`src/rtl/regbank_scan_top.sv`:
```
// regbank_scan_top: register bank with two registered read ports, one write port, and a
// multiplexed 7-segment scanner that shows both read results and both read addresses.
//
// Parameters:
//   DATA_W      register width, multiple of 4 from 4 to 16
//   ADDR_W      address width, 2**ADDR_W registers
//   REFRESH_DIV clk cycles per display digit slot, at least 2
//
// Ports:
//   clk       system clock, rising edge
//   rst       synchronous active-high reset
//   addrRa    read address, port A
//   addrRb    read address, port B
//   addrW     write address
//   datW      write data
//   RegWrite  write enable
//   datOutRa  registered read data, port A
//   datOutRb  registered read data, port B
//   sseg      segments a..g, active low (sseg[0] = a)
//   an        digit enables, active low, one-hot-zero
//
// Configuration macro: WRITE_FWD_EN
//   defined   -> a read colliding with a same-cycle write returns the new data (write-first)
//   undefined -> the colliding read returns the old register content (read-first)
//
// Digit map: digits 0..NIB-1 are datOutRa nibbles (LS first), NIB..2*NIB-1 are datOutRb
// nibbles, 2*NIB is addrRa and 2*NIB+1 is addrRb (low 4 bits, zero-extended).

module regbank_scan_top #(
  parameter int unsigned DATA_W      = 4,
  parameter int unsigned ADDR_W      = 3,
  parameter int unsigned REFRESH_DIV = 50000
) (
  input  logic              clk,
  input  logic              rst,
  input  logic [ADDR_W-1:0] addrRa,
  input  logic [ADDR_W-1:0] addrRb,
  input  logic [ADDR_W-1:0] addrW,
  input  logic [DATA_W-1:0] datW,
  input  logic              RegWrite,
  output logic [DATA_W-1:0] datOutRa,
  output logic [DATA_W-1:0] datOutRb,
  output logic [0:6]        sseg,
  output logic [2*(DATA_W/4)+1:0] an
);

  localparam int unsigned NIB   = DATA_W / 4;
  localparam int unsigned NDIG  = 2 * NIB + 2;
  localparam int unsigned DEPTH = 2 ** ADDR_W;
  localparam int unsigned DIG_W = $clog2(NDIG);
  localparam int unsigned CNT_W = $clog2(REFRESH_DIV);
  localparam int unsigned AW4   = (ADDR_W < 4) ? ADDR_W : 4;

  logic [DATA_W-1:0] regs_q [DEPTH];
  logic [DATA_W-1:0] rd_a_q, rd_b_q;
  logic [DATA_W-1:0] rd_a_d, rd_b_d;
  logic [CNT_W-1:0]  cnt_q;
  logic [DIG_W-1:0]  dig_q;
  logic [NDIG-1:0]   an_q;
  logic [0:6]        sseg_q;
  logic [3:0]        ra_nib, rb_nib;
  logic [3:0]        nib_val;

  // Low 4 address bits, zero-extended when the address is narrower.
  assign ra_nib = 4'(addrRa[AW4-1:0]);
  assign rb_nib = 4'(addrRb[AW4-1:0]);

  function automatic logic [0:6] seg_decode(input logic [3:0] v);
    logic [0:6] s;
    case (v)
      4'h0:    s = 7'b0000001;
      4'h1:    s = 7'b1001111;
      4'h2:    s = 7'b0010010;
      4'h3:    s = 7'b0000110;
      4'h4:    s = 7'b1001100;
      4'h5:    s = 7'b0100100;
      4'h6:    s = 7'b0100000;
      4'h7:    s = 7'b0001111;
      4'h8:    s = 7'b0000000;
      4'h9:    s = 7'b0000100;
      4'hA:    s = 7'b0001000;
      4'hB:    s = 7'b1100000;
      4'hC:    s = 7'b0110001;
      4'hD:    s = 7'b1000010;
      4'hE:    s = 7'b0110000;
      default: s = 7'b0111000;
    endcase
    return s;
  endfunction

  // Read data next-state, with optional write-first forwarding on address collision.
  always_comb begin
    rd_a_d = regs_q[addrRa];
    rd_b_d = regs_q[addrRb];
`ifdef WRITE_FWD_EN
    if (RegWrite && (addrW == addrRa)) rd_a_d = datW;
    if (RegWrite && (addrW == addrRb)) rd_b_d = datW;
`endif
  end

  // Nibble selected by the current digit index.
  always_comb begin
    nib_val = 4'h0;
    for (int i = 0; i < NIB; i++) begin
      if (dig_q == DIG_W'(i))       nib_val = rd_a_q[4*i +: 4];
      if (dig_q == DIG_W'(NIB + i)) nib_val = rd_b_q[4*i +: 4];
    end
    if (dig_q == DIG_W'(2 * NIB))     nib_val = ra_nib;
    if (dig_q == DIG_W'(2 * NIB + 1)) nib_val = rb_nib;
  end

  always_ff @(posedge clk) begin
    if (rst) begin
      for (int i = 0; i < DEPTH; i++) regs_q[i] <= '0;
      rd_a_q <= '0;
      rd_b_q <= '0;
      cnt_q  <= '0;
      dig_q  <= '0;
      an_q   <= '1;
      sseg_q <= 7'b1111111;
    end else begin
      if (RegWrite) regs_q[addrW] <= datW;
      rd_a_q <= rd_a_d;
      rd_b_q <= rd_b_d;
      if (cnt_q == CNT_W'(REFRESH_DIV - 1)) begin
        cnt_q <= '0;
        dig_q <= (dig_q == DIG_W'(NDIG - 1)) ? '0 : dig_q + 1'b1;
      end else begin
        cnt_q <= cnt_q + 1'b1;
      end
      // Display lags the digit index and sources by one cycle.
      an_q   <= ~(NDIG'(1) << dig_q);
      sseg_q <= seg_decode(nib_val);
    end
  end

  assign datOutRa = rd_a_q;
  assign datOutRb = rd_b_q;
  assign an       = an_q;
  assign sseg     = sseg_q;

endmodule

```
`config.mk`:
```
export PLATFORM = sky130hd
export DESIGN_NAME = regbank_scan_top
export DESIGN_NICKNAME = d
export VERILOG_FILES = /design/src/rtl/regbank_scan_top.sv
export SDC_FILE = /design/constraint.sdc
export NUM_CORES = 1
export LEC_CHECK = 0
export CAP_MARGIN = 10
export CORE_ASPECT_RATIO = 1.4
export CORE_UTILIZATION = 59
export CTS_BUF_LIST = sky130_fd_sc_hd__clkbuf_8
export CTS_CLUSTER_DIAMETER = 40
export CTS_CLUSTER_SIZE = 14
export DETAILED_ROUTE_END_ITERATION = 7
export GPL_ROUTABILITY_DRIVEN = 1
export PLACE_DENSITY = 0.82
export SYNTH_ARGS = -nofsm -noshare
export SYNTH_HDL_FRONTEND = slang
export SYNTH_SLANG_ARGS = --single-unit
export TNS_END_PERCENT = 50
```
`constraint.sdc`:
```
create_clock -name clk -period 3.3 [get_ports clk]
set_input_delay 0.99 -clock clk [delete_from_list [all_inputs] [get_ports clk]]
set_output_delay 0.99 -clock clk [all_outputs]
set_load 0.01 [all_outputs]
```
==> summary.txt <==
Worst setup path
  – Crit start category: input pin
  – Beginning of the critical path: addrRb[0]
  – RR Startpoint: dig_q[0]$_SDFFE_PP0N_
  – Crit path kind: input pin to flip-flop
  – Worst Path Max Fanout: 7
  – WP data arrival: 2.82 ns
  – Critical path endpoint category: flip-flop
  – Required @ worst endpoint: 3.53 ns

Routing
  – DRT iter0 DRCs: 132
  – Via count: 2333
  – WL final: 7120 µm
  – DR WL/cell: 17.5 µm
  – DRC: 0
  – ANT nets after route: 0
  – Drt first pass iters: 4
  – Vias per cell: 5.73

Power
  – P per Cell Area: 493 nW/µm²
  – Internal power: 1.55 mW
  – Peak supply drop: 0.000328 V
  – P_leak: 1.58 nW
  – Switching Share: 22.9%
  – Reg power frac: 48.4%
  – Sw Pwr: 0.461 mW
  – Combinational cell fraction of total power: 12.9%
  – Tot Pwr: 2.01 mW
  – Clock share of power: 38.7%

GRT
  – Largest net degree at the start of global routing: 27
  – Vias in the first global route: 2455
  – GRT Residual Overflow: 0
  – Initial antenna violation count: 0
  – Global-route usage over all layers: 26.6%
  – Wire length of the first global-routing pass: 11500 µm

Floorplan
  – Row cnt: 32
  – Die width: 66.5 µm
  – Die area: 6130 µm²
  – Initial Util: 61.7%
  – Top Ports: 35
  – Core Footprint: 5570 µm²
  – Die Y: 92.3 µm

Finish
  – Layout net count: 361
  – Commonest non-fill, non-tap cell in the layout: dfxtp_1
  – Final cell count without fillers: 407
  – Commonest cells after routing, fill and taps aside: 37 x dfxtp_1, 34 x nor2_1, 34 x clkdlybuf4s50_1
  – # diodes: 0
  – Layout cells sized above 1: 15.3%
  – Layout area overhead: 19.1%

Clock tree
  – CTS tree: done
  – Clock root buffer: clkbuf_8
  – Hold buffer count at cts: 0
  – Worst-case clock buffer depth: 2
  – CTS Buf Count: 9
  – Clk sink count: 69
  – Postcts setup bufs: 0
  – CTS H-tree depth: 3
  – Worst skew pair latency: 0.34 ns
  – Post-CTS sizing: 0
  – CTS clk-pin slew, worst paths: 0.07 ns

Timing
  – Period utilization: 78.6%
  – Final setup fails: 0
  – RSZ-0062 raised after global routing: no
  – Worst slew pin tran: 0.587 ns
  – TNS Setup: 0 ns
  – Slew Limit Fails: 0
  – Fmax: 385 MHz
  – Tmin final: 2.59 ns
  – Slew margin rel.: 60.8%
  – Fin worst setup slack: 0.705 ns
  – Fin. Hold Viols: 0
  – Layout Skew: 0.00847 ns

Placed design
  – Place WS: 0.356 ns
  – Number of port buffers: 34
  – HPWL after DPL: 5410 µm
  – GP Congestion: 0.884
  – # placed instances: 391

Synthesis
  – Yosys warns: 0
  – Register area share after synthesis: 49.6%
  – Mapped Area: 3430 µm²
  – Cell count after synthesis: 296
  – Async SR Flop Fraction: 0%
  – Synth cell types: 41
  – Net Count, Synth: 323
  – Main flop type after synthesis: dfxtp_1
  – #FFs+latches synth: 69
  – Mean Syn Cell Area: 11.6 µm²
  – EDFF count, synth: 32

Worst hold path
  – Worst Hold Class: flip-flop to flip-flop
  – Hold wc startpoint: cnt_q[0]$_SDFF_PP0_

Status
  – Outcome: finished, final reports clean

Flow run
  – Max Cap Violations: 0
==> synth_stat cells, types with 2 or more instances <==
cell	n	share of area [%]
o21ai_0	5	0.73
mux4_2	16	10
and4_1	3	0.77
dfxtp_1	37	22
and2_1	32	5.8
nand3_1	8	1.2
a311o_1	2	0.58
a31oi_1	3	0.55
or2_2	8	1.5
or3_1	3	0.55
nor2_1	34	3.7
nor3_1	3	0.44
ha_1	11	4.0
nor3b_1	3	0.66
a21oi_1	3	0.44
xnor2_1	3	0.77
and3_1	2	0.36
nand2_1	6	0.66
nand2b_1	6	1.1
mux2i_1	14	4.1
nand4_1	4	0.73
buf_2	9	1.3
nand3b_1	5	1.1
edfxtp_1	32	28
a211oi_1	2	0.44
clkbuf_1	7	0.77
a221o_1	4	1.2
inv_1	9	0.98
xor2_1	10	2.6
==> stage by stage <==
step                      utilization [%]  area [µm²]  hold WS [ns]
after floorplan                         -        3430         0.426
after global placement               69.3        3850         0.446
after detailed placement             69.3        3850         0.477
after CTS                            73.5        4090         0.491
after global routing                 73.5        4090         0.499
final                                73.5        4090         0.488
==> per-layer routing <==
layer  track usage (%)  wire [µm]  up-vias
met5                 0          0        -
met1              25.1       2470     1105
met2              50.1       4170       64
met3              5.22        210       22
met4              16.0        272        0
li1                  -          -     1142
==> power groups by stage <==
stage	logic, mW	clock network [mW]	registers [mW]
3_3_place_gp	0.254	0	0.991
3_5_place_dp	0.261	0	0.995
4_1_cts	0.262	0.791	0.976
6_report	0.260	0.779	0.975
2_1_floorplan	0.145	0	0.992
5_1_grt	0.283	0.827	0.980
==> sequential cells by signal (all words and copies together) (netlist names) <==
signal / cells
dig_q: 2
datOutRb: 4
sseg: 7
cnt_q: 16
regs_q: 32
datOutRa: 4
an: 4
==> worst paths after layout <==
kind / end / slack, ns / cells past startpoint
worst min-delay path: cnt_q[0]$_SDFF_PP0_ / 0.49 / 1
worst max-delay path: sseg[0]$_SDFF_PP1_ / 0.71 / 6
worst max register to register: sseg[0]$_SDFF_PP1_ / 0.79 / 6
worst min register to register: cnt_q[0]$_SDFF_PP0_ / 0.49 / 1
==> layout make-up <==
| type | instances | area (µm²) |
|---|---|---|
| Multi-Input combinational cell | 202 | 1630 |
| Clock buffer | 11 | 151 |
| Tap cell | 68 | 85.1 |
| Fill cell | 395 | 1480 |
| Timing Repair Buffer | 43 | 408 |
| Sequential cell | 69 | 1700 |
| Clock inverter | 5 | 82.6 |
| Inverter | 9 | 33.8 |
==> cell families after synthesis <==
| logic type | Yosys count | synth area share [%] |
|---|---|---|
| mux | 31 | 14.9 |
| simple gates | 124 | 20.2 |
| buf+inv | 25 | 3.06 |
| fa+ha+maj | 11 | 4.01 |
| xor+xnor | 13 | 3.32 |
| flops | 69 | 49.6 |
| compound gates | 23 | 4.99 |
==> worst max-delay path: stages <==
cell and delay, ns:
clkdlybuf4s50_1 0.47, inv_1 0.04, a221o_1 0.42, ha_1 0.25, or4_1 0.52, o311a_1 0.13
(Power assumes the default switching activity.)
